$ cat src/rtl/jellyvl_etherneco_pkg.sv
// Framing definitions for the EtherNeco ring, shared by the transmit and receive paths.
// A frame is: type, length-1 (LE 16-bit), payload, 8-bit additive checksum.
package jellyvl_etherneco_pkg;

    typedef enum logic [2:0] {
        StIdle,
        StLen0,
        StLen1,
        StPayload,
        StCsum,
        StDiscard
    } rx_state_t;

    localparam logic [1:0] ErrNone  = 2'd0;
    localparam logic [1:0] ErrShort = 2'd1;
    localparam logic [1:0] ErrLong  = 2'd2;
    localparam logic [1:0] ErrCsum  = 2'd3;

    localparam int unsigned HeaderLength = 3;

endpackage

$ cat src/rtl/jellyvl_etherneco_packet_rx_if.sv
// Ring receive stream in, payload stream out, plus per-packet status for the parser.
interface jellyvl_etherneco_packet_rx_if;

    logic        s_first;
    logic        s_last;
    logic [7:0]  s_data;
    logic        s_valid;
    logic        s_ready;

    logic        m_first;
    logic        m_last;
    logic [7:0]  m_data;
    logic        m_valid;

    logic [7:0]  rx_type;
    logic [15:0] rx_length;
    logic        rx_start;
    logic        rx_ok;
    logic        rx_error;
    logic [1:0]  rx_error_code;

    modport slave (
        input  s_first, s_last, s_data, s_valid,
        output s_ready,
        output m_first, m_last, m_data, m_valid,
        output rx_type, rx_length, rx_start, rx_ok, rx_error, rx_error_code
    );

    modport master (
        output s_first, s_last, s_data, s_valid,
        input  s_ready,
        input  m_first, m_last, m_data, m_valid,
        input  rx_type, rx_length, rx_start, rx_ok, rx_error, rx_error_code
    );

endinterface

$ cat src/rtl/jellyvl_etherneco_packet_rx.sv
// EtherNeco ring receive parser: strips header/checksum, forwards payload, reports status.
// Every output is a register; payload leaves one cycle after its input beat.
module jellyvl_etherneco_packet_rx
    import jellyvl_etherneco_pkg::*;
#(
    parameter int unsigned MAX_LENGTH = 16'hffff
) (
    input logic                         reset,
    input logic                         clk,
    jellyvl_etherneco_packet_rx_if.slave bus
);

    rx_state_t   r_state;
    logic        r_ready;
    logic [7:0]  r_sum;
    logic [7:0]  r_len_lo;
    logic [15:0] r_len_m1;
    logic [15:0] r_count;

    logic        r_m_first;
    logic        r_m_last;
    logic [7:0]  r_m_data;
    logic        r_m_valid;
    logic [7:0]  r_rx_type;
    logic [15:0] r_rx_length;
    logic        r_rx_start;
    logic        r_rx_ok;
    logic        r_rx_error;
    logic [1:0]  r_rx_error_code;

    logic        w_accept;
    logic [16:0] w_length;
    logic        w_oversize;
    logic        w_cnt_last;

    assign w_accept   = bus.s_valid & r_ready;
    // 17 bits so a length field of 0xffff does not wrap to zero before the size check
    assign w_length   = {1'b0, bus.s_data, r_len_lo} + 17'd1;
    assign w_oversize = w_length > 17'(MAX_LENGTH);
    assign w_cnt_last = (r_count == r_len_m1);

    always_ff @(posedge clk or negedge reset) begin
        if (!reset) begin
            r_state         <= StIdle;
            r_ready         <= 1'b0;
            r_sum           <= '0;
            r_len_lo        <= '0;
            r_len_m1        <= '0;
            r_count         <= '0;
            r_m_first       <= 1'b0;
            r_m_last        <= 1'b0;
            r_m_data        <= '0;
            r_m_valid       <= 1'b0;
            r_rx_type       <= '0;
            r_rx_length     <= '0;
            r_rx_start      <= 1'b0;
            r_rx_ok         <= 1'b0;
            r_rx_error      <= 1'b0;
            r_rx_error_code <= ErrNone;
        end else begin
            r_ready    <= 1'b1;
            r_m_valid  <= 1'b0;
            r_m_first  <= 1'b0;
            r_m_last   <= 1'b0;
            r_rx_start <= 1'b0;
            r_rx_ok    <= 1'b0;
            r_rx_error <= 1'b0;

            if (w_accept) begin
                if (bus.s_first) begin
                    // A new frame start always wins: it aborts whatever was in flight
                    if (r_state != StIdle || bus.s_last) begin
                        r_rx_error      <= 1'b1;
                        r_rx_error_code <= ErrShort;
                    end
                    if (bus.s_last) begin
                        r_state <= StIdle;
                    end else begin
                        r_rx_type <= bus.s_data;
                        r_sum     <= bus.s_data;
                        r_state   <= StLen0;
                    end
                end else begin
                    case (r_state)
                        StIdle: begin
                        end
                        StLen0: begin
                            r_len_lo <= bus.s_data;
                            r_sum    <= r_sum + bus.s_data;
                            if (bus.s_last) begin
                                r_rx_error      <= 1'b1;
                                r_rx_error_code <= ErrShort;
                                r_state         <= StIdle;
                            end else begin
                                r_state <= StLen1;
                            end
                        end
                        StLen1: begin
                            r_sum <= r_sum + bus.s_data;
                            if (bus.s_last) begin
                                r_rx_error      <= 1'b1;
                                r_rx_error_code <= ErrShort;
                                r_state         <= StIdle;
                            end else if (w_oversize) begin
                                r_rx_error      <= 1'b1;
                                r_rx_error_code <= ErrLong;
                                r_state         <= StDiscard;
                            end else begin
                                r_rx_start      <= 1'b1;
                                r_rx_error_code <= ErrNone;
                                r_rx_length     <= w_length[15:0];
                                r_len_m1        <= {bus.s_data, r_len_lo};
                                r_count         <= '0;
                                r_state         <= StPayload;
                            end
                        end
                        StPayload: begin
                            r_m_valid <= 1'b1;
                            r_m_data  <= bus.s_data;
                            r_m_first <= (r_count == 16'd0);
                            r_m_last  <= w_cnt_last | bus.s_last;
                            r_sum     <= r_sum + bus.s_data;
                            r_count   <= r_count + 16'd1;
                            if (bus.s_last) begin
                                // Frame ended before its checksum byte arrived
                                r_rx_error      <= 1'b1;
                                r_rx_error_code <= ErrShort;
                                r_state         <= StIdle;
                            end else if (w_cnt_last) begin
                                r_state <= StCsum;
                            end
                        end
                        StCsum: begin
                            if (!bus.s_last) begin
                                r_rx_error      <= 1'b1;
                                r_rx_error_code <= ErrLong;
                                r_state         <= StDiscard;
                            end else begin
                                if (bus.s_data == r_sum) begin
                                    r_rx_ok <= 1'b1;
                                end else begin
                                    r_rx_error      <= 1'b1;
                                    r_rx_error_code <= ErrCsum;
                                end
                                r_state <= StIdle;
                            end
                        end
                        StDiscard: begin
                            if (bus.s_last) begin
                                r_state <= StIdle;
                            end
                        end
                        default: r_state <= StIdle;
                    endcase
                end
            end
        end
    end

    assign bus.s_ready       = r_ready;
    assign bus.m_first       = r_m_first;
    assign bus.m_last        = r_m_last;
    assign bus.m_data        = r_m_data;
    assign bus.m_valid       = r_m_valid;
    assign bus.rx_type       = r_rx_type;
    assign bus.rx_length     = r_rx_length;
    assign bus.rx_start      = r_rx_start;
    assign bus.rx_ok         = r_rx_ok;
    assign bus.rx_error      = r_rx_error;
    assign bus.rx_error_code = r_rx_error_code;

endmodule

$ cat src/flat_wrapper.sv
// flat-port wrapper written by rule: the top's interface ports become plain ports
module jellyvl_etherneco_packet_rx_flat import jellyvl_etherneco_pkg::*;
#(
    parameter int unsigned MAX_LENGTH = 16'hffff
)
  (reset, clk, bus_s_first, bus_s_last, bus_s_data, bus_s_valid, bus_s_ready, bus_m_first, bus_m_last, bus_m_data, bus_m_valid, bus_rx_type, bus_rx_length, bus_rx_start, bus_rx_ok, bus_rx_error, bus_rx_error_code);
  jellyvl_etherneco_packet_rx_if bus_i ();
  input logic reset;
  input logic clk;
  input wire logic [$bits(bus_i.s_first)-1:0] bus_s_first;
  input wire logic [$bits(bus_i.s_last)-1:0] bus_s_last;
  input wire logic [$bits(bus_i.s_data)-1:0] bus_s_data;
  input wire logic [$bits(bus_i.s_valid)-1:0] bus_s_valid;
  output wire logic [$bits(bus_i.s_ready)-1:0] bus_s_ready;
  output wire logic [$bits(bus_i.m_first)-1:0] bus_m_first;
  output wire logic [$bits(bus_i.m_last)-1:0] bus_m_last;
  output wire logic [$bits(bus_i.m_data)-1:0] bus_m_data;
  output wire logic [$bits(bus_i.m_valid)-1:0] bus_m_valid;
  output wire logic [$bits(bus_i.rx_type)-1:0] bus_rx_type;
  output wire logic [$bits(bus_i.rx_length)-1:0] bus_rx_length;
  output wire logic [$bits(bus_i.rx_start)-1:0] bus_rx_start;
  output wire logic [$bits(bus_i.rx_ok)-1:0] bus_rx_ok;
  output wire logic [$bits(bus_i.rx_error)-1:0] bus_rx_error;
  output wire logic [$bits(bus_i.rx_error_code)-1:0] bus_rx_error_code;
  assign bus_i.s_first = bus_s_first;
  assign bus_i.s_last = bus_s_last;
  assign bus_i.s_data = bus_s_data;
  assign bus_i.s_valid = bus_s_valid;
  assign bus_s_ready = bus_i.s_ready;
  assign bus_m_first = bus_i.m_first;
  assign bus_m_last = bus_i.m_last;
  assign bus_m_data = bus_i.m_data;
  assign bus_m_valid = bus_i.m_valid;
  assign bus_rx_type = bus_i.rx_type;
  assign bus_rx_length = bus_i.rx_length;
  assign bus_rx_start = bus_i.rx_start;
  assign bus_rx_ok = bus_i.rx_ok;
  assign bus_rx_error = bus_i.rx_error;
  assign bus_rx_error_code = bus_i.rx_error_code;
  jellyvl_etherneco_packet_rx #(.MAX_LENGTH(MAX_LENGTH)) u_core (.reset(reset), .clk(clk), .bus(bus_i));
endmodule
$ cat config.mk
export PLATFORM = sky130hd
export DESIGN_NAME = jellyvl_etherneco_packet_rx_flat
export DESIGN_NICKNAME = d
export VERILOG_FILES = /design/src/rtl/jellyvl_etherneco_pkg.sv /design/src/rtl/jellyvl_etherneco_packet_rx_if.sv /design/src/rtl/jellyvl_etherneco_packet_rx.sv /design/src/flat_wrapper.sv
export SDC_FILE = /design/constraint.sdc
export NUM_CORES = 1
export LEC_CHECK = 0
export BUFFER_PORTS_ARGS = -buffer_cell sky130_fd_sc_hd__buf_2
export CAP_MARGIN = 15
export CORE_ASPECT_RATIO = 0.9
export CORE_UTILIZATION = 25
export CTS_BUF_LIST = sky130_fd_sc_hd__clkbuf_16
export DETAILED_ROUTE_END_ITERATION = 12
export PLACE_DENSITY = 0.45
export SLEW_MARGIN = 20
export SYNTH_ARGS = -nofsm -noshare
export SYNTH_HDL_FRONTEND = slang
export SYNTH_SLANG_ARGS = --single-unit
$ cat constraint.sdc
create_clock -name clk -period 2.6 [get_ports clk]
set_input_delay 0.39 -clock clk [delete_from_list [all_inputs] [get_ports clk]]
set_output_delay 0.39 -clock clk [all_outputs]
set_load 0.05 [all_outputs]
== After elaboration in Yosys (flattened, before gate mapping) ==
Cells that the tools add are included.
Storage, ports and cells
  bits in registers: 92
  input port bits: 13
  output and inout bits: 41
  word-level logic and storage cells: 110
Operators by class
  add/sub/neg operators: 3
  order comparisons: 1
  equality and inequality tests: 16
  mux-type cells: 52
  bitwise operators: 5
  reductions and logical operators: 17
Operators with widths (number)
  16-bit 2-to-1 mux: 2
  16-bit one-hot mux with 2 select lines: 1
  1-bit 2-to-1 mux: 28
  8-bit 2-to-1 mux: 3
  3-bit 2-to-1 mux: 7
  3-bit one-hot mux with 6 select lines: 1
  16-bit by 1-bit adder with 17-bit output (second input constant): 1
  17-bit by 16-bit greater-than comparator with 1-bit output (second input constant): 1
  16-bit by 1-bit adder with 16-bit output (second input constant): 1
  16-bit == test: 1
  16-bit logical NOT: 1
  2-bit 2-to-1 mux: 8
  5-bit AND reduction: 3
  3-bit AND reduction: 4
  8-bit adder: 1
  8-bit == test: 1
  2-bit inequality test (second input constant): 4
  3-bit by 2-bit == test with 1-bit output (second input constant): 2
  3-bit == test (second input constant): 2
  2-bit one-hot mux with 3 select lines: 1
  4-bit by 3-bit inequality test with 1-bit output (second input constant): 1
  4-bit inequality test (second input constant): 1
  4-bit AND reduction: 1
  2-bit nonzero test: 2
  other kinds (14): 16

== Longest topological paths before layout ==
Gate-level depths: netlist of the first run.
  depth after elaboration: 7
  depth in mapped cells: 12
  mapped depth without buffers: 10

== Worst setup path after synthesis of the first run ==
OpenSTA, ideal clock, no wires.
  kind: register to register
  start point: reg u_core.r_len_lo[0]
  end point: reg u_core.r_rx_length[10], in the netlist u_core.bus.rx_length[10]
  arrival: 2.474 ns
  setup slack: 0.000 ns
  cell stages (with the launch flop): 13
  period minus slack after synthesis: 2.600 ns
  cell sequence: dfrtp_1 -> buf_2 -> inv_1 -> ha_1 -> nor2_1 -> nand3_1 -> a2111oi_0 -> and4_1 -> nand3_1 -> and3_1 -> buf_6 -> buf_12 -> mux2_4
On the way
  cells in the longest elaborated chain, start to end: 4
RTL lines
  start: declaration: RTL line jellyvl_etherneco_packet_rx.sv:16  | logic [7:0] r_len_lo;
  start signal: assignment: RTL line jellyvl_etherneco_packet_rx.sv:88  | r_len_lo <= bus.s_data;
  16-bit by 1-bit adder with 17-bit output: RTL line jellyvl_etherneco_packet_rx.sv:38  | assign w_length = {1'b0, bus.s_data, r_len_lo} + 17'd1;
  via u_core.w_length[0]: RTL line jellyvl_etherneco_packet_rx.sv:32  | logic [16:0] w_length;
  17-bit by 16-bit greater-than comparator with 1-bit output: RTL line jellyvl_etherneco_packet_rx.sv:39  | assign w_oversize = w_length > 17'(MAX_LENGTH);
  1-bit NOT (no line)
  5-bit AND reduction (no line)
  end signal: assignment: RTL line jellyvl_etherneco_packet_rx.sv:111  | r_rx_length <= w_length[15:0];
  end: declaration: RTL line jellyvl_etherneco_packet_rx.sv:25  | logic [15:0] r_rx_length;
The timed path passes the listed nets, and every way through them passes these cells.
A chain may end at the register's enable or synchronous reset.

== Worst setup path after layout of the first run ==
  start point: reg u_core.r_len_lo[3]
  end point: reg u_core.r_count[6]
On the way
  cells in the longest elaborated chain, start to end: 4
RTL lines
  16-bit by 1-bit adder with 17-bit output: RTL line jellyvl_etherneco_packet_rx.sv:38
  17-bit by 16-bit greater-than comparator with 1-bit output: RTL line jellyvl_etherneco_packet_rx.sv:39
  2-bit inequality test (no line)
  5-bit AND reduction (no line)
  end signal: assignment: RTL line jellyvl_etherneco_packet_rx.sv:123  | r_count <= r_count + 16'd1;
  end: declaration: RTL line jellyvl_etherneco_packet_rx.sv:18  | logic [15:0] r_count;
No other way between the ends.

==> out/qor.yml, run 1 <==
clockBufferDepth: 2
first_pass_iters: 4
fin_skew_ns: 0.00426
die_h_um: 139
globalRouteTotalUtil: 0.137
ys_seq_area_frac: 0.445
ant_nets: 0
instances_no_fill: 850
drt_iter0_markers: 215
p_per_area_nw_per_um2: 771
finalSetupViolCount: 0
end_kind: "flip-flop"
root_buffer: "clkbuf_16"
grt_pass1_wl_mm: 22.8
cts_buffers: 9
design.die.area_sq_um: 21300
rows: 49
yosysUniqueCellTypes: 63
whs_ns: 0.0134
ios: 54
rsz0062_at_grt: "true"
grt_max_degree: 57
ctsHtreeMaxLevel: 3
detail_route.vias_per_cell: 4.76
grt_pass1_vias: 4113
worstPathMaxFanout: 11
max_stage_delay_ns: 0.45
avgSynthCellArea_sq_um: 10.3
hold_class: "primary input to asynchronous set/reset pin"
worst_slack_ns: 0.0617
syn-num-nets: 527
routed_wl_mm: 14.0
antenna_found_initial: 0
worstSetupStartpointType: "flip-flop"
syn-instance-count: 502
relSlewSlack: 0.617
p_leak_uw: 0.00302
ys_seq_elements: 92
antenna_cells: 0
cp_top_family: "compound AO/OA/AOI/OAI gates"
overflow: 0
slew_violations: 0
wl_per_cell_um: 16.5
reg2reg_depth: 9
final_nets: 616
portBuffers: 53
cts_tree: "built"
critPathRequiredTime_ns: 2.83
clock_sinks: 92
maxCapViolations: 0
die_w_um: 154
place_area_sq_um: 5990
crit_cells: 9
period_needed_ns: 2.54
tightest_slew_ns: 0.572
ir_worst_vdd_mv: 0.341
crit_chain: "nand4_4 -> buf_12 -> buf_4 -> o311ai_1 -> o31ai_2 -> nand4_1 -> or3b_4 -> buf_8 -> a211o_1"
cp_num_buf_inv: 3
post-dp-hpwl_mm: 10.1
status: "complete, no violations"
num_vias: 4049
synth_flop_cell: "dfrtp_1"
crit_type: "flip-flop to flip-flop"
place.gp.congestion: 0.854
fmax_ghz: 0.394
yosys_warnings: 0
stdcell_area_sq_um: 6540
ys_async_sr_fraction: 1.00
period_share: 0.976
finalHoldViolCount: 0
area_growth_syn_to_layout_pct: 26.3
place_ws_ns: -0.167
synth_area_sq_um: 5180
cp_slowest_cell: "dfrtp_2"
synth_edf_count: 0
path_clk_slew_ns: 0.06
fp.coreArea_sq_um: 20100
r2r_slack_ns: 0.06
place_inst: 825
start_util: 0.258
crit_arrival_ns: 2.77
clock_latency_ns: 0.35
drive_gt1_frac: 0.329
drcViolationCount: 0
what timing repair did:
action / 4_1_cts / 5_1_grt
pin swaps: 4 / 13
setup buffers: 4 / 5
gates resized for setup: 15 / 24
gates cloned: 1 / 1
hold buffers: 0 / 0
setup endpoints to repair: 39 / 46
report_power, final:
part	internal [uW]	leakage (uW)	total (uW)	switching (uW)
Clock	732	0.000136	1290	563
Sequential	1700	0.00118	2000	303
Combinational	761	0.00170	1740	979
flip-flops by register name, indices dropped and copies added, names as in the netlist, 2 cells and up:
name,count
u_core.r_len_m1,16
u_core.r_len_lo,8
u_core.r_state,3
u_core.bus.m_data,8
u_core.bus.rx_type,8
u_core.r_count,16
u_core.r_sum,8
u_core.bus.rx_error_code,2
u_core.bus.rx_length,16
Yosys cell counts, drive strengths merged (2+ instances only):
library cell,number,area [sq um]
nor4,10,68.8
nor3,14,70.1
mux2,42,571
nand4,12,90.1
or3,4,30.0
a31oi,4,25.0
a21o,12,90.1
buf,12,119
xor2,7,61.3
ha,11,138
o41ai,2,36.3
o31a,2,17.5
a211o,4,35.0
mux2i,6,60.1
a2111oi,2,17.5
o211ai,3,22.5
inv,20,75.1
o21ai,22,110
nor4b,3,26.3
o31ai,10,75.1
a21oi,11,55.1
dfrtp,92,2300
o2bb2ai,3,26.3
nand2,50,188
o311ai,2,17.5
and3,4,25.0
nand3,24,125
xnor2,30,263
nor2,28,105
nand2b,4,25.0
or2,5,31.3
nor2b,3,18.8
and4,2,17.5
nor3b,2,15.0
clkbuf,25,93.8
layer usage:
layer	GRT usage	wire (um)	vias up
met5	0	0	-
met3	0.0284	441	13
met4	0.0400	197	0
met2	0.216	6340	72
li1	-	-	1954
met1	0.189	7040	2010
per-stage QoR:
step,power [uW],TNS [ns],util
CTS,5020,0,0.318
finish,5040,0,0.325
detailed placement,3640,-4.66,0.298
global route,5330,-0.635,0.325
floorplan,3120,0,-
global placement,3610,-2.91,0.298
layout by cell type, fill, tap and decap left out, drive strengths merged, types with 4 or more instances in the layout:
master / Yosys / layout
inv: 20 / 21
mux2i: 6 / 6
a211o: 4 / 4
xor2: 7 / 7
ha: 11 / 11
mux2: 42 / 42
nor2: 28 / 28
or2: 5 / 5
a21o: 12 / 12
dfrtp: 92 / 92
nand4: 12 / 12
buf: 12 / 114
nor4: 10 / 10
and3: 4 / 4
clkbuf: 25 / 10
nor3: 14 / 14
a31oi: 4 / 4
nand2b: 4 / 4
nand2: 50 / 50
a21oi: 11 / 11
o31ai: 10 / 10
xnor2: 30 / 30
nand3: 24 / 24
o21ai: 22 / 22
or3: 4 / 4
cell families after synthesis:
| group | Yosys count | synth area share |
|---|---|---|
| compound gates | 87 | 0.118 |
| xor+xnor | 37 | 0.0626 |
| fa+ha+maj | 12 | 0.0304 |
| buf+inv | 57 | 0.0556 |
| flops | 92 | 0.445 |
| mux | 48 | 0.122 |
| other cells | 1 | 0.000724 |
| simple gates | 168 | 0.166 |
layout make-up:
type                    instances  area [sq um]
fillers                      2102         13600
multi-input cells             353          2700
flip-flops and latches         92          2310
repair buffers                115           851
well taps                     255           319
clock buffers                   9           225
inverters                      20          77.6
clock inverters                 6          57.6
worst reg2reg max path, delay by kind of cell (launching register included):
family	cells	cell delay [ns]
DFF	1	0.45
buffers and inverters	3	0.47
AOI/OAI and AO/OA	3	0.78
and+or+nand+nor	3	0.73
path summary, 6_finish.rpt:
check / startpoint / end
max reg2reg: u_core.r_len_lo[3] / u_core.r_count[6]
max: u_core.r_len_lo[3] / u_core.r_count[6]
min reg2reg: u_core.r_sum[5] / u_core.r_sum[5]
min in group clk: bus_s_data[5] / u_core.bus.rx_type[5]
max in group asynchronous: reset / u_core.r_len_lo[3]
min: reset / u_core.bus.rx_error_code[0]
(Power assumes the default switching activity.)
==> run 2: changes to the inputs <==
--- a/config.mk
+++ b/config.mk
@@ -5,6 +5,7 @@
 export SDC_FILE = /design/constraint.sdc
 export NUM_CORES = 1
 export LEC_CHECK = 0
+export ABC_AREA = 1
 export BUFFER_PORTS_ARGS = -buffer_cell sky130_fd_sc_hd__buf_2
 export CAP_MARGIN = 15
 export CORE_ASPECT_RATIO = 0.9
==> run 2 against run 1 <==
Non-clock buffer count decreased by 42; combinational power decreased by 44%; flip-flop and latch count unchanged; synthesized area increased by 2.1%; cell count increased by 25%; routed wire length increased by 7.9%; highest routed layer unchanged.
==> out/qor.yml, run 2 <==
status: "complete, no violations"
syn-instance-count: 718
ios: 54
synth.top_cell.area_share: 0.435
finalHoldViolCount: 0
clock_latency_ns: 0.35
fmax_ghz: 0.433
worstPathMaxFanout: 11
period_needed_ns: 2.31
post-dp-hpwl_mm: 11.1
ys_top_cells_by_count: "nand2_1 (226), dfrtp_1 (92), inv_1 (71), nor2_1 (61)"
overflow: 0
clock_sinks: 92
fin_skew_ns: 0.0105
slew_violations: 0
num_vias: 4676
grt_pass1_wl_mm: 25.5
ant_nets: 0
period_share: 0.888
clockBufferDepth: 2
rsz0062_at_grt: "false"
cts_tree: "built"
drive_gt1_frac: 0.140
ctsHtreeMaxLevel: 3
fp.coreArea_sq_um: 20800
layout_common_cells: "nand2_1 (226), dfrtp_1 (92), inv_1 (72)"
syn-num-nets: 743
synthTopCellsByArea: "dfrtp_1 (44%), nand2_1 (16%), nand4_1 (5.4%)"
end_kind: "flip-flop"
yosysMostFrequentCell: "nand2_1"
post_cts_buffers: 0
maxCapViolations: 0
p_per_area_nw_per_um2: 647
antenna_cells: 0
ys_async_sr_fraction: 1.00
grt_max_degree: 50
tightest_slew_ns: 0.771
wl_per_cell_um: 14.2
first_pass_iters: 4
final_common_cell: "nand2_1"
final_nets: 799
root_buffer: "clkbuf_16"
cts-hold-fix-buffers: 0
yosys_warnings: 0
rows: 50
finalSetupViolCount: 0
synth_flop_cell: "dfrtp_1"
grt_pass1_vias: 4743
cts_resized: 0
drcViolationCount: 0
worstSetupStartpointType: "flip-flop"
design.die.area_sq_um: 21700
ys_seq_elements: 92
hold_class: "primary input to asynchronous set/reset pin"
relSlewSlack: 0.486
drt_iter0_markers: 381
critPathRequiredTime_ns: 2.84
area_growth_syn_to_layout_pct: 18.2
die_h_um: 140
crit_arrival_ns: 2.55
synth_area_sq_um: 5290
die_w_um: 155
routed_wl_mm: 15.1
crit_type: "flip-flop to flip-flop"
tns_ns: 0
portBuffers: 53
detail_route.vias_per_cell: 4.39
synth_edf_count: 0
avgSynthCellArea_sq_um: 7.36
cts_buffers: 9
synth_top_area_cell: "dfrtp_1"
ys_seq_area_frac: 0.435
antenna_found_initial: 0
yosysUniqueCellTypes: 36
place.gp.congestion: 0.851
globalRouteTotalUtil: 0.150
fin_util: 0.301
p_leak_uw: 0.00318
start_util: 0.255
ir_worst_vdd_mv: 0.360
path_clk_slew_ns: 0.06
==> run 2: cell count changes after synthesis, sizes merged, moves of 17 or more <==
cell | previous run | this run
inv | 20 | 72
xnor2 | 30 | 13
nand4 | 12 | 47
mux2 | 42 | 0
nor2 | 28 | 68
nand2 | 50 | 233
nand3 | 24 | 46
==> run 2: metrics by stage <==
stage | hold slack, ns | worst slack [ns] | cells | cell area, sq um | total power [uW]
global route | 0.121 | 0.0138 | 1064 | 6250 | 4300
detailed placement | 0.461 | 0.228 | 1049 | 5960 | 2750
global placement | 0.462 | 0.244 | 1049 | 5960 | 2750
floorplan | 0.0944 | 0.565 | 718 | 5290 | 2460
CTS | 0.0924 | 0.208 | 1064 | 6250 | 4100
finish | 0.0657 | 0.291 | 1064 | 6250 | 4050
==> run 2: logic make-up (layout without fill, tap and decap cells) <==
logic type,count (synthesis),count (layout),share of synthesized area
flops,92,92,0.435
other cells,1,1,0.000709
xor+xnor,18,18,0.0298
compound gates,75,75,0.0781
fa+ha+maj,12,12,0.0298
buf+inv,103,163,0.0774
simple gates,417,417,0.349
==> run 2: layout make-up <==
class	instances	area, sq um
Timing Repair Buffer	73	443
Clock inverter	6	57.6
Fill cell	2316	14500
Sequential cell	92	2300
Inverter	75	282
Multi-Input combinational cell	523	2580
Clock buffer	9	225
Tap cell	286	358
==> run 2: power by group <==
part           switching [uW]  internal (uW)  leakage, uW
sequential                170           1580      0.00124
combinational             653            323      0.00181
clock                     586            732     0.000136
==> run 2: worst max-delay path, stage by stage, from the launching register on <==
cell	delay, ns
dfrtp_1	0.45
ha_2	0.24
nand2_2	0.08
inv_1	0.05
nor2_1	0.14
inv_1	0.06
nor2_1	0.13
inv_1	0.05
nor2_1	0.13
nand3_1	0.11
nor2_2	0.14
nand2_2	0.08
nand2_2	0.09
nand2_4	0.11
buf_4	0.20
nand3_1	0.07
nand2_1	0.06
==> run 2: final timing paths <==
| path | end | slack [ns] | start | cells past startpoint |
|---|---|---|---|---|
| worst max-delay path | u_core.r_count[11] | 0.29 | u_core.r_len_lo[0] | 16 |
| worst min-delay path | u_core.r_count[9] | 0.07 | reset | 1 |
| worst max register to register | u_core.r_count[11] | 0.29 | u_core.r_len_lo[0] | 16 |
| worst min register to register | u_core.bus.rx_length[7] | 0.47 | u_core.bus.rx_length[7] | 2 |
| max in group asynchronous | u_core.bus.rx_length[1] | 1.80 | reset | 2 |
| min in group clk | u_core.r_len_m1[13] | 0.35 | bus_s_data[5] | 3 |
==> run 2: routing by layer <==
metal	part of all wire	track usage	wire length [um]
met1	0.51	0.211	7750
met2	0.45	0.232	6750
met3	0.026	0.0257	395
met4	0.015	0.0490	232
met5	0	0	0
==> run 3: changes to the inputs <==
--- a/config.mk
+++ b/config.mk
@@ -9,10 +9,10 @@
 export BUFFER_PORTS_ARGS = -buffer_cell sky130_fd_sc_hd__buf_2
 export CAP_MARGIN = 15
 export CORE_ASPECT_RATIO = 0.9
-export CORE_UTILIZATION = 25
+export CORE_UTILIZATION = 34
 export CTS_BUF_LIST = sky130_fd_sc_hd__clkbuf_16
 export DETAILED_ROUTE_END_ITERATION = 12
-export PLACE_DENSITY = 0.45
+export PLACE_DENSITY = 0.54
 export SLEW_MARGIN = 20
 export SYNTH_ARGS = -nofsm -noshare
 export SYNTH_HDL_FRONTEND = slang
==> constraint.sdc (replaced) <==
create_clock -name clk -period 2.4 [get_ports clk]
set_input_delay 0.36 -clock clk [delete_from_list [all_inputs] [get_ports clk]]
set_output_delay 0.36 -clock clk [all_outputs]
set_load 0.05 [all_outputs]
==> run 3 against run 2 <==
Register-to-register slack worse by 0.15 ns; utilization up 12 points; critical path depth down 3; flip-flop and latch count unchanged; clock power about the same; die area down 26%; sequential power up 9%; largest cell class unchanged; combinational power up 14%; global-route usage up 4.1 points; fmax up 2.0%; via count up 5.6%; clock-buffer cell count unchanged.
==> out/qor.yml, run 3 (synthesis results as in run 2) <==
fillers: 1572
fmax_ghz: 0.442
crit_type: "flip-flop to flip-flop"
overflow: 0
place_inst: 964
place_area_sq_um: 5890
cpMostUsedCell: "nand2_1"
tightest_slew_ns: 0.763
worstSetupStartpointType: "flip-flop"
period_share: 0.943
clock_latency_ns: 0.35
stdcell_area_sq_um: 6350
total_power_uw: 4350
fp.coreArea_sq_um: 14900
grt_max_degree: 44
final-seq-area_sq_um: 2300
die_w_um: 133
place.gp.congestion: 0.907
root_buffer: "clkbuf_16"
grt_pass1_wl_mm: 24.2
drt_iter0_markers: 408
cts-hold-fix-buffers: 0
die_h_um: 120
final_nets: 812
num_vias: 4940
instances_no_fill: 990
design.die.area_sq_um: 16100
max_stage_delay_ns: 0.42
p_per_area_nw_per_um2: 685
crit_arrival_ns: 2.55
rows: 42
cp_num_buf_inv: 3
globalRouteTotalUtil: 0.191
portBuffers: 53
ctsHtreeMaxLevel: 3
wl_per_cell_um: 14.7
cts_buffers: 9
ant_nets: 0
relSlewSlack: 0.492
detail_route.vias_per_cell: 4.99
maxCapViolations: 0
antenna_found_initial: 0
antenna_cells: 0
fin_skew_ns: 0.0125
cp_top_family: "simple AND/OR/NAND/NOR gates"
cts_tree: "built"
drive_gt1_frac: 0.162
ir_worst_vdd_mv: 0.461
clockBufferDepth: 2
multi_input_area_sq_um: 2690
worstPathMaxFanout: 16
slew_violations: 0
start_util: 0.354
status: "complete, no violations"
finalSetupViolCount: 0
grt_pass1_vias: 4760
ios: 54
place_ws_ns: -0.000713
hold_class: "primary input to asynchronous set/reset pin"
period_needed_ns: 2.26
fin_util: 0.425
critPathRequiredTime_ns: 2.69
drcViolationCount: 0
area_growth_syn_to_layout_pct: 20.1
layout_common_cells: "nand2_1 (226), dfrtp_1 (91), inv_1 (71)"
final_common_cell: "nand2_1"
p_leak_uw: 0.00328
first_pass_iters: 4
cp_slowest_cell: "dfrtp_1"
worst_slack_ns: 0.136
crit_chain: "buf_4 -> nand3_1 -> nor2_2 -> nand2_1 -> o21ai_0 -> nand2_1 -> nand2_1 -> nor2_4 -> buf_4 -> a21boi_4 -> buf_12 -> nand4_1 -> nand2_1"
post-dp-hpwl_mm: 10.3
routed_wl_mm: 14.5
finalHoldViolCount: 0
path_clk_slew_ns: 0.07
end_kind: "flip-flop"
clock_sinks: 92
[run 3: stage by stage]
stage	TNS, ns	hold slack (ns)
final	0	0.0203
after CTS	0	0.0326
after floorplan	0	0.0644
after global routing	-0.00283	0.0655
after detailed placement	-0.000713	0.414
after global placement	0	0.413
[run 3: timing repair]
action | CTS | global route
gates cloned | 0 | 4
gates resized for setup | 1 | 14
setup endpoints to repair | 7 | 51
pin swaps | 0 | 8
buffers inserted | 0 | 6
[run 3: path summary, 6_finish.rpt]
path                                         start                  endpoint  slack (ns)  cells past startpoint
setup / recovery                u_core.r_len_lo[1]  u_core.bus.rx_length[14]        0.14                     13
hold / removal                               reset        u_core.bus.s_ready        0.02                      1
setup reg to reg                u_core.r_len_lo[1]  u_core.bus.rx_length[14]        0.14                     13
hold reg to reg            u_core.bus.rx_length[6]   u_core.bus.rx_length[6]        0.48                      2
max in group asynchronous                    reset  u_core.bus.rx_length[10]        1.66                      2
min in group clk                     bus_s_data[1]        u_core.r_len_m1[9]        0.35                      3
[run 3: routing by layer]
layer,up-vias,track usage,share of wire
met3,18,0.0457,0.045
met1,2317,0.259,0.48
met5,-,0,0
li1,2479,-,-
met4,0,0.0540,0.014
met2,126,0.302,0.46
[run 3: where the power goes]
group          internal [uW]  switching (uW)  leakage, uW
Clock                    708             635     0.000135
Sequential              1710             184      0.00124
Combinational            372             733      0.00191
Total                   2790            1550      0.00328
[run 3: cell type report]
type | instances | share of cell area
Clock buffer | 9 | 0.0355
Clock inverter | 7 | 0.00788
Inverter | 75 | 0.0443
Multi-Input combinational cell | 526 | 0.424
Sequential cell | 92 | 0.363
Tap cell | 198 | 0.0390
Timing Repair Buffer | 83 | 0.0863
[run 3: worst reg2reg max path, delay by kind of cell (launching register included)]
kind | cells | cell delay, ns
AND/OR/NAND/NOR | 8 | 0.92
buffers and inverters | 3 | 0.49
flip-flops | 1 | 0.42
AO/OA/AOI/OAI | 2 | 0.39
